File: src/rtl/mem_bus_arbiter_pkg.sv
// Shared types and width defaults for the instruction/data RAM arbiter.
// Optional build macro used by the arbiter: MEMARB_STARVE_GUARD_EN.
package mem_bus_arbiter_pkg;

    localparam int MEMARB_ADDR_W = 32;
    localparam int MEMARB_DATA_W = 64;

    typedef enum logic [1:0] {
        ST_IDLE     = 2'd0,
        ST_ACCESS   = 2'd1,
        ST_COMPLETE = 2'd2
    } arb_state_e;

    typedef enum logic {
        REQ_IF = 1'b0,
        REQ_D  = 1'b1
    } req_id_e;

endpackage

File: src/rtl/mem_arb_pick.sv
// Priority decision between fetch and data requesters.
// Data wins unless the starve guard forces a fetch.
module mem_arb_pick
    import mem_bus_arbiter_pkg::*;
(
    input  logic    if_req_i,
    input  logic    d_req_i,
    input  logic    force_if_i,
    output logic    pick_valid_o,
    output req_id_e pick_id_o
);

    assign pick_valid_o = if_req_i | d_req_i;
    assign pick_id_o    = (d_req_i && !force_if_i) ? REQ_D : REQ_IF;

endmodule

File: src/rtl/mem_bus_arbiter.sv
// Two-requester single-port RAM arbiter: IDLE -> ACCESS -> COMPLETE, one access per 2 cycles.
// Build macro MEMARB_STARVE_GUARD_EN adds a starve counter that forces a fetch after STARVE_LIMIT data grants.
module mem_bus_arbiter
    import mem_bus_arbiter_pkg::*;
#(
    parameter int ADDR_W       = MEMARB_ADDR_W,
    parameter int DATA_W       = MEMARB_DATA_W,
    parameter int STARVE_LIMIT = 4
) (
    input  logic              clock,
    input  logic              RST,
    input  logic              if_req,
    input  logic [ADDR_W-1:0] if_addr,
    output logic              if_gnt,
    output logic              if_done,
    output logic [DATA_W-1:0] if_rdata,
    input  logic              d_req,
    input  logic              d_we,
    input  logic [ADDR_W-1:0] d_addr,
    input  logic [DATA_W-1:0] d_wdata,
    output logic              d_gnt,
    output logic              d_done,
    output logic [DATA_W-1:0] d_rdata,
    output logic              ram_cs,
    output logic              ram_we,
    output logic              ram_oe,
    output logic [ADDR_W-1:0] ram_addr,
    output logic [DATA_W-1:0] ram_wdata,
    input  logic [DATA_W-1:0] ram_rdata,
    output logic              busy
);

    localparam logic [1:0] S_IDLE     = ST_IDLE;
    localparam logic [1:0] S_ACCESS   = ST_ACCESS;
    localparam logic [1:0] S_COMPLETE = ST_COMPLETE;

    logic [1:0]        state_q, state_d;
    req_id_e           win_q, win_d;
    logic              we_q, we_d;
    logic [ADDR_W-1:0] addr_q, addr_d;
    logic [DATA_W-1:0] wdata_q, wdata_d;
    logic [DATA_W-1:0] if_rdata_q, if_rdata_d;
    logic [DATA_W-1:0] d_rdata_q, d_rdata_d;

    logic    arb_en;
    logic    in_access;
    logic    in_complete;
    logic    force_if;
    logic    pick_valid;
    req_id_e pick_id;

    assign arb_en = (state_q == S_IDLE) || (state_q == S_COMPLETE);

    mem_arb_pick u_pick (
        .if_req_i     (if_req),
        .d_req_i      (d_req),
        .force_if_i   (force_if),
        .pick_valid_o (pick_valid),
        .pick_id_o    (pick_id)
    );

`ifdef MEMARB_STARVE_GUARD_EN
    localparam int CNT_W = (STARVE_LIMIT < 1) ? 1 : $clog2(STARVE_LIMIT + 1);
    localparam logic [CNT_W-1:0] CNT_MAX = CNT_W'(STARVE_LIMIT);

    logic [CNT_W-1:0] starve_q, starve_d;

    assign force_if = if_req && (starve_q == CNT_MAX);

    always_comb begin
        starve_d = starve_q;
        if (!if_req) begin
            starve_d = '0;
        end else if (arb_en && pick_valid) begin
            if (pick_id == REQ_IF) begin
                starve_d = '0;
            end else if (starve_q != CNT_MAX) begin
                starve_d = starve_q + 1'b1;
            end
        end
    end

    always_ff @(posedge clock) begin
        if (!RST) begin
            starve_q <= '0;
        end else begin
            starve_q <= starve_d;
        end
    end
`else
    assign force_if = 1'b0;
`endif

    always_comb begin
        state_d    = state_q;
        win_d      = win_q;
        we_d       = we_q;
        addr_d     = addr_q;
        wdata_d    = wdata_q;
        if_rdata_d = if_rdata_q;
        d_rdata_d  = d_rdata_q;
        case (state_q)
            S_ACCESS: state_d = S_COMPLETE;
            S_IDLE, S_COMPLETE: begin
                // COMPLETE is also the capture cycle for read data
                if ((state_q == S_COMPLETE) && !we_q) begin
                    if (win_q == REQ_IF) begin
                        if_rdata_d = ram_rdata;
                    end else begin
                        d_rdata_d = ram_rdata;
                    end
                end
                if (pick_valid) begin
                    state_d = S_ACCESS;
                    win_d   = pick_id;
                    if (pick_id == REQ_D) begin
                        we_d    = d_we;
                        addr_d  = d_addr;
                        wdata_d = d_wdata;
                    end else begin
                        we_d    = 1'b0;
                        addr_d  = if_addr;
                        wdata_d = '0;
                    end
                end else begin
                    state_d = S_IDLE;
                end
            end
            default: state_d = S_IDLE;
        endcase
    end

    always_ff @(posedge clock) begin
        if (!RST) begin
            state_q    <= S_IDLE;
            win_q      <= REQ_IF;
            we_q       <= 1'b0;
            addr_q     <= '0;
            wdata_q    <= '0;
            if_rdata_q <= '0;
            d_rdata_q  <= '0;
        end else begin
            state_q    <= state_d;
            win_q      <= win_d;
            we_q       <= we_d;
            addr_q     <= addr_d;
            wdata_q    <= wdata_d;
            if_rdata_q <= if_rdata_d;
            d_rdata_q  <= d_rdata_d;
        end
    end

    assign in_access   = (state_q == S_ACCESS);
    // A reset arriving in COMPLETE aborts the access, so done is suppressed
    assign in_complete = (state_q == S_COMPLETE) && RST;

    assign ram_cs    = in_access;
    assign ram_we    = in_access && we_q;
    assign ram_oe    = in_access && !we_q;
    assign ram_addr  = addr_q;
    assign ram_wdata = wdata_q;

    assign if_gnt  = in_access && (win_q == REQ_IF);
    assign d_gnt   = in_access && (win_q == REQ_D);
    assign if_done = in_complete && (win_q == REQ_IF);
    assign d_done  = in_complete && (win_q == REQ_D);

    // Bypass makes data valid alongside done; the register holds it afterwards
    assign if_rdata = if_done ? ram_rdata : if_rdata_q;
    assign d_rdata  = (d_done && !we_q) ? ram_rdata : d_rdata_q;

    assign busy = (state_q != S_IDLE);

endmodule

File: config.mk
export PLATFORM = sky130hd
export DESIGN_NAME = mem_bus_arbiter
export DESIGN_NICKNAME = d
export VERILOG_FILES = /design/src/rtl/mem_bus_arbiter_pkg.sv /design/src/rtl/mem_arb_pick.sv /design/src/rtl/mem_bus_arbiter.sv
export SDC_FILE = /design/constraint.sdc
export NUM_CORES = 1
export LEC_CHECK = 0
export ABC_AREA = 1
export CORE_MARGIN = 5
export CORE_UTILIZATION = 33
export DETAILED_ROUTE_END_ITERATION = 7
export PLACE_DENSITY_LB_ADDON = 0.2
export SLEW_MARGIN = 10
export SYNTH_ARGS = -nofsm -noshare
export SYNTH_HDL_FRONTEND = slang
export SYNTH_SLANG_ARGS = --single-unit
export TNS_END_PERCENT = 100
File: constraint.sdc
create_clock -name clock -period 1.99 [get_ports clock]
set_input_delay 0.398 -clock clock [delete_from_list [all_inputs] [get_ports clock]]
set_output_delay 0.398 -clock clock [all_outputs]
set_load 0.03 [all_outputs]
# [Word-level counts from Yosys, hierarchy flattened]
# Cells that the tools add are included.
[op_classes] eq_ne=2 muxes=8 n_bitwise=2 n_reduce_logical=16
[op_table] operator="64-bit 2-to-1 mux" n=3
[op_table] operator="32-bit 2-to-1 mux" n=1
[op_table] operator="1-bit logical AND" n=9
[op_table] operator="3-bit AND reduction" n=2
[op_table] operator="2-bit case mux with 2 select lines" n=1
[op_table] operator="1-bit 2-to-1 mux" n=3
[op_table] operator="2-bit by 1-bit == test with 1-bit output, second input constant" n=1
[op_table] operator="2-bit == test, second input constant" n=1
[op_table] operator="2-bit logical NOT" n=1
[op_table] operator="2-bit AND reduction" n=1
[op_table] operator="2-bit nonzero test" n=1
[op_table] operator="2-bit OR reduction" n=1
[op_table] operator="1-bit logical NOT" n=1
[op_table] operator="1-bit inverter" n=1
[op_table] operator="1-bit OR" n=1
[totals] ff_bits=228 word_cells=35

# [Logic depth before layout (Yosys ltp)]
# Gate-level depths: netlist (run 1).
[logic_depth] word_depth=5 ltp_mapped=7

# [Hierarchy]
# From an unflattened synthesis (run 1), not the netlist that was laid out.
[hier_totals] hier_cells=1505 hier_area_um2=10117.2
[modules_own_cells] mod="mem_bus_arbiter" n_inst=1 cells_each=1501 area_per_inst_um2=10099.7
[modules_own_cells] mod="mem_arb_pick" n_inst=1 cells_each=4 area_per_inst_um2=17.5

# [Least setup slack after synthesis (run 1)]
# OpenSTA, ideal clock, no wires.
[synth_path] path_kind="input to output" from="input port RST" to="output port if_rdata[0]" t_arrival_ps=1692 setup_slack_ps=-100 path_stages=5 path_buffers=3 path_cell_list="buf_2 nand3_1 buf_2 buf_2 o21ai_0"
[synth_between] elab_chain_len=3
[synth_rtl] element="start, declared" line_no="mem_bus_arbiter.sv:11" rtl="input logic RST,"
[synth_rtl] element="1-bit logical AND" line_no="mem_bus_arbiter.sv:155" rtl="assign in_complete = (state_q == S_COMPLETE) && RST;"
[synth_rtl] element="1-bit logical AND" line_no="mem_bus_arbiter.sv:165" rtl="assign if_done = in_complete && (win_q == REQ_IF);"
[synth_rtl] element="64-bit 2-to-1 mux" line_no="mem_bus_arbiter.sv:169" rtl="assign if_rdata = if_done ? ram_rdata : if_rdata_q;"
[synth_rtl] element="end, declared" line_no="mem_bus_arbiter.sv:16" rtl="output logic [DATA_W-1:0] if_rdata,"
# No other way between the ends.

# [Worst setup path after layout (run 1)]
[layout_path] from="register state_q[1]" to="output port d_rdata[47]"
[layout_between] elab_chain_len=5
[layout_rtl] element="start, declared" line_no="mem_bus_arbiter.sv:37" rtl="logic [1:0] state_q, state_d;"
[layout_rtl] element="start signal, assigned" line_no="mem_bus_arbiter.sv:143" rtl="state_q <= state_d;"
[layout_rtl] element="2-bit == test" line_no="mem_bus_arbiter.sv:155"
[layout_rtl] element="1-bit logical AND" line_no="mem_bus_arbiter.sv:155"
[layout_rtl] element="1-bit logical AND" line_no="mem_bus_arbiter.sv:166" rtl="assign d_done = in_complete && (win_q == REQ_D);"
[layout_rtl] element="1-bit logical AND" line_no="mem_bus_arbiter.sv:170" rtl="assign d_rdata = (d_done && !we_q) ? ram_rdata : d_rdata_q;"
[layout_rtl] element="64-bit 2-to-1 mux" line_no="mem_bus_arbiter.sv:170"
[layout_rtl] element="end, declared" line_no="mem_bus_arbiter.sv:23" rtl="output logic [DATA_W-1:0] d_rdata,"
# No other way between the ends.

==> impl_metrics.env, run 1 <==
export IMPL_drc_errors=0
export IMPL_numCtsBuffers=28
export IMPL_ys_warnings_count=0
export IMPL_area_taken_by_multi_input_logic_gates_um2=5810
export IMPL_switching_share=0.283
export IMPL_clk_latency_ns=0.54
export IMPL_num_antenna_cells=0
export IMPL_final_fill_count=2760
export IMPL_grt_remaining_overflow=0
export IMPL_setup_ws_ns=-0.304
export IMPL_power_clock_fraction=0.400
export IMPL_synth_largest_area_cell="dfxtp_1"
export IMPL_cts_root_buffer_cell="clkbuf_16"
export IMPL_headroom_to_the_max_slew_limit=0.499
export IMPL_whs_path_depth=3
export IMPL_buffer_ports_inserted=428
export IMPL_violations_in_the_final_reports="negative setup slack"
export IMPL_worstPathCellList="buf_6 -> nand3_4 -> nor2_4 -> buf_12 -> nand2_8 -> buf_12 -> nand2_2 -> nand2_2 -> buf_6"
export IMPL_layout_cells_most_common="nand2_1"
export IMPL_finalNonFillerCells=2432
export IMPL_tritoncts="yes"
export IMPL_clkSinkCount=228
export IMPL_synthCells=1595
export IMPL_critical_path_reg2reg_startpoint="state_q[1]$_SDFF_PN0_"
export IMPL_finalHoldViolations=0
export IMPL_placeable_area_um2=30700
export IMPL_wl_per_cell_um=16.8
export IMPL_floorplan_rows=64
export IMPL_worstRegToRegCells=8
export IMPL_worstSetupStartpointType="flop"
export IMPL_syn_to_final_growth_pct=74.8
export IMPL_wirelength_um=40900
export IMPL_max_vdd_ir_drop_uv=596
export IMPL_clock_skew_ns=0.0188
export IMPL_cap_violations=0
export IMPL_initial_core_util=0.335
export IMPL_ranking_of_synthesized_cells_by_area="dfxtp_1 (44%), nand2_1 (22%), nor2_1 (7.3%)"
export IMPL_routabilityCongestion=0.810
export IMPL_globalRouteTotalUtil=0.211
export IMPL_rr_endpoint="d_rdata_q[23]$_SDFFE_PN0P_"
export IMPL_cellLeakagePower_nw=9.27
export IMPL_syn_area_per_cell_um2=6.46
export IMPL_grt_first_pass_wirelength_um=61700
export IMPL_worst_path_dominant_cell_family="buffers and inverters"
export IMPL_clock_tree_htree_level_count=1
export IMPL_post_route_util=0.586
export IMPL_sequential_cell_area_um2=4570
export IMPL_dr_first_iter_drc_count=706
export IMPL_worstSetupPathType="flop to output port"
export IMPL_sequential_to_total_area_share_from_yosys_stat=0.443
export IMPL_final_max_slew_violation_count=0
export IMPL_placedCellCount=2355
export IMPL_endpoint_class_of_the_critical_path="output port"
export IMPL_cts_hold_buffers_added=0
export IMPL_synth_area_um2=10300
export IMPL_post_dp_hpwl_um=26800
export IMPL_drt_antenna_violating_nets=0
export IMPL_worst_path_max_delay_cell="dfxtp_2"
export IMPL_drive_above_1_share=0.238
export IMPL_detail_route_first_pass_iterations=7
export IMPL_setup_repair_after_global_routing_missed_its_margin="yes"
export IMPL_min_from="d_wdata[13]"
export IMPL_seq_power_share=0.386
export IMPL_die_w_um=187
export IMPL_vias=11846
export IMPL_clkSlewWorstSetupHoldPaths_ns=0.06
export IMPL_clock_fmax_mhz=436
export IMPL_fin_crit_sh=1.15
export IMPL_worst_hold_path_endpoint="ram_wdata[13]$_SDFFE_PN0P_"
export IMPL_p_switching_mw=3.60
export IMPL_pwr_share_comb=0.213
export IMPL_worst_path_largest_cell_delay_ns=0.35
export IMPL_run_status="finished with violations"
export IMPL_register_bit_total_from_synthesis=228
export IMPL_min_delay_path_class="input pin to flop"
export IMPL_r2r_slack_ns=0.15
export IMPL_grt_antenna_before_repair=0
export IMPL_first_global_vias=11367
export IMPL_netlist_cell_type_count=18
export IMPL_buffers_plus_inverters_on_the_worst_setup_path=4
export IMPL_finalSetupViolations=132
export IMPL_critical_path_max_fanout=8
export IMPL_dieHeight_um=187
export IMPL_num_nets_final=2213
export IMPL_synth_nets=1792
export IMPL_max_slew_worst_pin_slew_ns=0.751
export IMPL_num_io_pins=429
export IMPL_power_internal_mw=9.10
export IMPL_yosysTopAreaCellShare=0.443
export IMPL_top_library_cells_by_usage_in_the_layout_fill_and_taps_aside="nand2_1 (472), dfxtp_1 (225), clkdlybuf4s50_1 (213), nor2_1 (197), nand3_1 (117)"
export IMPL_finalWorstPathRequiredPeriod_ns=2.29
export IMPL_power_density_nw_per_um2=705
export IMPL_timing_critical_path_required_ns=1.59
export IMPL_critPathArrivalTime_ns=1.90
export IMPL_cts_root_to_sink_buffers=3
export IMPL_grt_start_max_net_pins=162
export IMPL_detail_route_vias_per_cell=4.87
export IMPL_floorplan_die_area_um2=34900
## synthesized netlist by cell type
cell type and count:
dfxtp_1 228, buf_4 12, nand3_2 1, buf_1 19
nand2_2 1, nand4_1 64, clkbuf_1 40, a21oi_1 66
o21ai_2 1, inv_1 99, o21ai_1 31, inv_2 5
nor2_2 3, o21ai_0 33, nand2_1 611, nor2_1 201
buf_2 49, nand3_1 131
## worst max-delay path by stage
stage / depth (start not counted) / from / to / slack [ns]
after floorplan: 5 / RST / if_rdata[0] / -0.1
after global placement: 4 / ram_rdata[57] / if_rdata[57] / -0.002
after detailed placement: 8 / RST / d_rdata[27] / 0.02
after CTS: 6 / state_q[0]$_SDFF_PN0_ / ram_we / -0.35
after global routing: 9 / state_q[1]$_SDFF_PN0_ / d_rdata[42] / -0.39
final: 9 / state_q[1]$_SDFF_PN0_ / d_rdata[47] / -0.30
## metal layers
layer	routed length, um	track usage
met5	0	0
met3	3980	0.0637
met1	15700	0.260
met2	20000	0.356
met4	1270	0.0674
## worst register-to-register path, stage by stage (launching register included)
cell and delay (ns):
dfxtp_2 0.35, inv_2 0.06, nor2_4 0.13, buf_4 0.12
buf_6 0.42, nand3_2 0.16, buf_12 0.25, nand3_1 0.15
nand2_1 0.08
## flip-flops by register name, indices dropped and copies added, names as in the netlist
name and count:
we_q 1, if_rdata_q 64, ram_wdata 64, state_q 2, d_rdata_q 64, ram_addr 32
win_q 1
## power groups by stage
stage	logic [mW]	registers (mW)	clock network, mW
3_5_place_dp	2.49	4.99	0
5_1_grt	2.91	4.93	5.44
3_3_place_gp	2.49	4.98	0
6_report	2.71	4.90	5.09
2_1_floorplan	1.02	5.24	0
4_1_cts	2.59	4.90	5.22
## timing repair
item | in CTS | in global routing
endpoints found under the setup margin | 175 | 277
gates cloned | 4 | 14
pin swaps | 14 | 18
endpoints found under the hold margin | 0 | 0
resized for setup | 160 | 326
setup buffers | 5 | 5
## cell families (layout without fill, tap and decap cells)
family | after synthesis | after routing | synth area share
and+or+nand+nor | 1012 | 1013 | 0.401
DFF | 228 | 228 | 0.443
AOI/OAI and AO/OA | 131 | 131 | 0.0640
buffers and inverters | 224 | 664 | 0.0919
## through the flow
stage / hold slack (ns) / power [mW] / setup slack [ns] / cell area (um2) / setup TNS [ns]
floorplan: 0.450 / 6.26 / -0.0998 / 10300 / -0.499
global placement: 0.446 / 7.47 / -0.00243 / 15000 / -0.00243
detailed placement: 0.452 / 7.48 / 0.0197 / 15000 / 0
CTS: 0.389 / 12.7 / -0.349 / 16600 / -37.03
global route: 0.399 / 13.3 / -0.388 / 18000 / -44.11
finish: 0.419 / 12.7 / -0.304 / 18000 / -32.66
## area by class of cell
| cell class | count | area share |
|---|---|---|
| multi-input cells | 1144 | 0.322 |
| well taps | 396 | 0.0275 |
| clock buffers | 42 | 0.0462 |
| inverters | 104 | 0.0219 |
| clock inverters | 8 | 0.00576 |
| flip-flops and latches | 228 | 0.254 |
| repair buffers | 510 | 0.322 |
No activity file was read; power rests on OpenSTA's default activity.
==> inputs of run 2 (changes only) <==
--- a/constraint.sdc
+++ b/constraint.sdc
@@ -3,2 +3,2 @@
 set_output_delay 0.398 -clock clock [all_outputs]
-set_load 0.03 [all_outputs]
+set_load 0.01 [all_outputs]
==> impl_metrics.env, run 2 (synthesized netlist as in run 1, its figures left out) <==
export IMPL_drive_above_1_share=0.273
export IMPL_globalRouteTotalUtil=0.225
export IMPL_fin_total_pwr_mw=12.3
export IMPL_min_delay_path_class="input pin to flop"
export IMPL_switching_share=0.269
export IMPL_dp_slack_ns=-0.357
export IMPL_vias=12457
export IMPL_syn_to_final_growth_pct=80.9
export IMPL_dieHeight_um=187
export IMPL_floorplan_die_area_um2=34900
export IMPL_grt_remaining_overflow=0
export IMPL_max_vdd_ir_drop_uv=579
export IMPL_wirelength_um=44600
export IMPL_finalSetupViolations=132
export IMPL_first_global_vias=11818
export IMPL_p_switching_mw=3.31
export IMPL_detailed_place_area_um2=15900
export IMPL_layout_cells_most_common="nand2_1"
export IMPL_setup_ws_ns=-0.391
export IMPL_drt_antenna_violating_nets=0
export IMPL_grt_start_max_net_pins=99
export IMPL_detail_route_vias_per_cell=4.86
export IMPL_min_from="RST"
export IMPL_run_status="finished with violations"
export IMPL_power_density_nw_per_um2=659
export IMPL_finalHoldViolations=0
export IMPL_clk_latency_ns=0.54
export IMPL_setup_worst_path_start="state_q[1]$_SDFF_PN0_"
export IMPL_worstSetupStartpointType="flop"
export IMPL_grt_first_pass_wirelength_um=65100
export IMPL_cts_root_buffer_cell="clkbuf_16"
export IMPL_clock_tree_htree_level_count=1
export IMPL_setup_repair_after_global_routing_missed_its_margin="yes"
export IMPL_routabilityCongestion=0.852
export IMPL_seq_power_share=0.399
export IMPL_power_clock_fraction=0.402
export IMPL_floorplan_rows=64
export IMPL_clkSinkCount=228
export IMPL_violations_in_the_final_reports="negative setup slack"
export IMPL_num_antenna_cells=0
export IMPL_headroom_to_the_max_slew_limit=0.470
export IMPL_fin_crit_sh=1.20
export IMPL_placeable_area_um2=30700
export IMPL_clock_skew_ns=0.00553
export IMPL_endpoint_class_of_the_critical_path="output port"
export IMPL_power_internal_mw=8.98
export IMPL_dr_first_iter_drc_count=837
export IMPL_critical_path_max_fanout=6
export IMPL_timing_critical_path_required_ns=1.59
export IMPL_cts_hold_buffers_added=0
export IMPL_top_library_cells_by_usage_in_the_layout_fill_and_taps_aside="nand2_1 (524), clkdlybuf4s50_1 (291), dfxtp_1 (226), nor2_1 (197), buf_4 (147)"
export IMPL_buffer_ports_inserted=428
export IMPL_drc_errors=0
export IMPL_cap_violations=0
export IMPL_num_io_pins=429
export IMPL_final_setup_tns_ns=-35.26
export IMPL_critPathArrivalTime_ns=1.98
export IMPL_max_slew_worst_pin_slew_ns=0.794
export IMPL_post_dp_hpwl_um=28200
export IMPL_finalWorstPathRequiredPeriod_ns=2.38
export IMPL_post_route_design_area_um2=18700
export IMPL_post_route_util=0.607
export IMPL_clkSlewWorstSetupHoldPaths_ns=0.06
export IMPL_wl_per_cell_um=17.4
export IMPL_die_w_um=187
export IMPL_final_max_slew_violation_count=0
export IMPL_detail_route_first_pass_iterations=5
export IMPL_pwr_share_comb=0.199
export IMPL_tritoncts="yes"
export IMPL_initial_core_util=0.335
export IMPL_cts_root_to_sink_buffers=3
export IMPL_numCtsBuffers=27
export IMPL_num_nets_final=2345
export IMPL_clock_fmax_mhz=420
export IMPL_critical_path_reg2reg_startpoint="state_q[1]$_SDFF_PN0_"
export IMPL_cellLeakagePower_nw=8.68
export IMPL_worstSetupPathType="flop to output port"
export IMPL_grt_antenna_before_repair=0
[run 2: cell count changes in the layout (fill, tap and decap cells not counted), moves of 52 or more]
cell / previous run / this run
buf_4: 60 / 147
clkdlybuf4s50_1: 213 / 291
dlymetal6s2s_1: 78 / 1
buf_2: 0 / 75
nand2_2: 114 / 59
buf_6: 114 / 62
nand2_1: 472 / 524
[run 2: timing repair]
item	in CTS	in global routing
pin swaps	7	27
gates cloned	9	13
endpoints found under the setup margin	154	187
setup buffers	24	30
gates resized for setup	564	395
[run 2: path summary, 6_finish.rpt]
path | slack [ns] | endpoint | cells after the start
worst max-delay path | -0.39 | d_rdata[18] | 10
worst min-delay path | 0.26 | d_rdata_q[62]$_SDFFE_PN0P_ | 4
worst max register to register | 0.02 | d_rdata_q[24]$_SDFFE_PN0P_ | 7
worst min register to register | 0.46 | ram_wdata[30]$_SDFFE_PN0P_ | 2
[run 2: final cells by class]
cell class | count | area, um2
Clock buffer | 40 | 785
Clock inverter | 6 | 95.1
Fill cell | 2729 | 12100
Inverter | 104 | 400
Multi-Input combinational cell | 1144 | 5920
Sequential cell | 228 | 4570
Tap cell | 396 | 495
Timing Repair Buffer | 643 | 6380
[run 2: per-stage QoR]
| stage | hold slack [ns] | instances |
|---|---|---|
| after floorplan | 0.450 | 1595 |
| after global placement | 0.445 | 2445 |
| final | 0.259 | 2561 |
| after detailed placement | 0.451 | 2445 |
| after CTS | 0.228 | 2524 |
| after global routing | 0.259 | 2561 |
[run 2: power by group through the flow]
stage	logic [mW]	registers [mW]	clock network, mW
floorplan	0.848	5.04	0
global placement	2.25	4.98	0
detailed placement	2.25	4.99	0
CTS	2.28	4.90	5.08
global route	2.64	4.93	5.29
finish	2.44	4.91	4.95
[run 2: worst max-delay path: stages, from the launching register on]
cell and delay, ns:
dfxtp_4 0.37, buf_6 0.10, nand3_4 0.07, nor2_4 0.10
buf_12 0.14, buf_12 0.14, buf_12 0.13, buf_4 0.11
nand3_2 0.07, nand2_1 0.08, buf_2 0.13
[run 2: metal layers]
metal  wire (um)  part of all wire  global-route usage
met5           0                 0                   0
met4        1680             0.038              0.0768
met2       22100              0.50               0.389
met3        3760             0.084              0.0682
met1       17000              0.38               0.267
==> inputs of run 3 (changes only) <==
Settings changed: CORE_UTILIZATION 33 to 39.
Clock period 1.99 ns to 2.1 ns, I/O delays scaled along.
==> impl_metrics.env, run 3 (synthesized netlist as in run 1, its figures left out) <==
export IMPL_run_status="finished with violations"
export IMPL_violations_in_the_final_reports="negative setup slack"
export IMPL_drc_errors=0
export IMPL_finalWorstPathRequiredPeriod_ns=2.43
export IMPL_num_io_pins=429
export IMPL_wl_per_cell_um=17.5
export IMPL_floorplan_die_area_um2=29800
export IMPL_power_density_nw_per_um2=659
export IMPL_initial_core_util=0.396
export IMPL_clock_fmax_mhz=412
export IMPL_switching_share=0.263
export IMPL_worst_hold_path_endpoint="if_rdata_q[59]$_SDFFE_PN0P_"
export IMPL_first_global_vias=11383
export IMPL_globalRouteTotalUtil=0.247
export IMPL_floorplan_rows=59
export IMPL_cap_violations=0
export IMPL_die_w_um=173
export IMPL_final_fill_count=2203
export IMPL_cts_root_buffer_cell="clkbuf_16"
export IMPL_clkSlewWorstSetupHoldPaths_ns=0.06
export IMPL_cellLeakagePower_nw=8.21
export IMPL_max_vdd_ir_drop_uv=667
export IMPL_num_nets_final=2271
export IMPL_power_internal_mw=8.45
export IMPL_worstSetupPathType="flop to output port"
export IMPL_clock_tree_htree_level_count=1
export IMPL_dr_first_iter_drc_count=977
export IMPL_fin_crit_sh=1.16
export IMPL_sequential_cell_area_um2=4570
export IMPL_worstSetupStartpointType="flop"
export IMPL_max_slew_worst_pin_slew_ns=0.960
export IMPL_post_route_util=0.668
export IMPL_grt_remaining_overflow=0
export IMPL_numCtsBuffers=27
export IMPL_endpoint_class_of_the_critical_path="output port"
export IMPL_cts_root_to_sink_buffers=3
export IMPL_wirelength_um=42600
export IMPL_tritoncts="yes"
export IMPL_clock_skew_ns=0.0139
export IMPL_vias=12377
export IMPL_min_from="RST"
export IMPL_buffer_ports_inserted=428
export IMPL_setup_worst_path_start="state_q[1]$_SDFF_PN0_"
export IMPL_power_clock_fraction=0.408
export IMPL_r2r_slack_ns=0.18
export IMPL_placeable_area_um2=26100
export IMPL_timing_critical_path_required_ns=1.68
export IMPL_cts_hold_buffers_added=0
export IMPL_critPathArrivalTime_ns=2.01
export IMPL_drt_antenna_violating_nets=0
export IMPL_final_hold_worst_slack_ns=0.438
export IMPL_grt_antenna_before_repair=3
export IMPL_detail_route_vias_per_cell=5.10
export IMPL_headroom_to_the_max_slew_limit=0.360
export IMPL_finalSetupViolations=129
export IMPL_setup_ws_ns=-0.330
export IMPL_finalHoldViolations=0
export IMPL_fin_total_pwr_mw=11.5
export IMPL_dieHeight_um=173
export IMPL_grt_first_pass_wirelength_um=61600
export IMPL_routabilityCongestion=0.852
export IMPL_top_library_cells_by_usage_in_the_layout_fill_and_taps_aside="nand2_1 (529), clkdlybuf4s50_1 (291), dfxtp_1 (225), nor2_1 (197), nand3_1 (108)"
export IMPL_rr_endpoint="d_rdata_q[28]$_SDFFE_PN0P_"
export IMPL_clkSinkCount=228
export IMPL_clk_latency_ns=0.53
export IMPL_grt_start_max_net_pins=87
export IMPL_pwr_share_comb=0.187
export IMPL_drive_above_1_share=0.230
export IMPL_area_taken_by_multi_input_logic_gates_um2=5560
export IMPL_p_switching_mw=3.02
export IMPL_layout_cells_most_common="nand2_1"
export IMPL_syn_to_final_growth_pct=68.9
export IMPL_critical_path_reg2reg_startpoint="state_q[1]$_SDFF_PN0_"
export IMPL_setup_repair_after_global_routing_missed_its_margin="yes"
export IMPL_min_delay_path_class="input pin to flop"
export IMPL_critical_path_max_fanout=7
export IMPL_worstRegToRegCells=8
export IMPL_post_dp_hpwl_um=26800
export IMPL_whs_path_depth=5
export IMPL_final_max_slew_violation_count=0
export IMPL_detail_route_first_pass_iterations=7
export IMPL_seq_power_share=0.406
run 3: cell types whose count changed in the layout (fill, tap and decap cells not counted), moves of 11 or more:
cell	previous run	this run
buf_2	75	94
buf_12	34	23
nand3_4	23	4
buf_6	62	42
buf_4	147	86
nand3_1	86	108
run 3: area by class of cell:
class,count,area share
Timing Repair Buffer,568,0.321
Multi-Input combinational cell,1145,0.319
Inverter,104,0.0228
Antenna cell,1,0.000144
Clock buffer,40,0.0439
Tap cell,335,0.0241
Clock inverter,6,0.00647
Sequential cell,228,0.263
run 3: power groups by stage:
| stage | clock, mW | sequential [mW] | combinational (mW) |
|---|---|---|---|
| 2_1_floorplan | 0 | 4.78 | 0.804 |
| 3_3_place_gp | 0 | 4.72 | 2.03 |
| 3_5_place_dp | 0 | 4.73 | 2.04 |
| 4_1_cts | 4.76 | 4.64 | 2.03 |
| 5_1_grt | 4.94 | 4.68 | 2.31 |
| 6_report | 4.68 | 4.65 | 2.14 |
run 3: worst max-delay path by stage:
stage	endpoint	slack [ns]	depth (start not counted)
2_1_floorplan	d_rdata[24]	0.36	7
3_3_place_gp	d_rdata[13]	-0.21	7
3_5_place_dp	d_rdata[13]	-0.22	7
4_1_cts	d_rdata[22]	-0.34	9
5_1_grt	if_rdata[44]	-0.41	8
6_report	if_rdata[36]	-0.33	9
run 3: critical path: stages (launching register included):
cell and delay (ns):
dfxtp_4 0.38, inv_4 0.05, nor2_4 0.16, nand3_4 0.18, buf_12 0.19, buf_16 0.14, buf_8 0.14, nand2_2 0.05
o21ai_1 0.05, buf_2 0.14
run 3: routing by layer:
| layer | up-vias | part of all wire | global-route usage |
|---|---|---|---|
| li1 | 5975 | - | - |
| met1 | 5712 | 0.37 | 0.290 |
| met2 | 565 | 0.49 | 0.428 |
| met3 | 123 | 0.095 | 0.0771 |
| met4 | 2 | 0.042 | 0.0855 |
| met5 | - | 0.00031 | 0 |
run 3: timing repair:
item	in CTS	in global routing
cloned	10	12
buffers inserted	13	17
resized for setup	530	304
pin swaps	3	19
endpoints found under the setup margin	136	134
run 3: stage by stage:
step	instances	setup slack (ns)	area [um2]	setup TNS, ns
floorplan	1595	0.363	10300	0
global placement	2331	-0.206	15400	-14.41
detailed placement	2331	-0.225	15400	-15.67
CTS	2400	-0.340	16500	-29.35
global route	2427	-0.409	17400	-36.45
finish	2427	-0.330	17400	-26.20
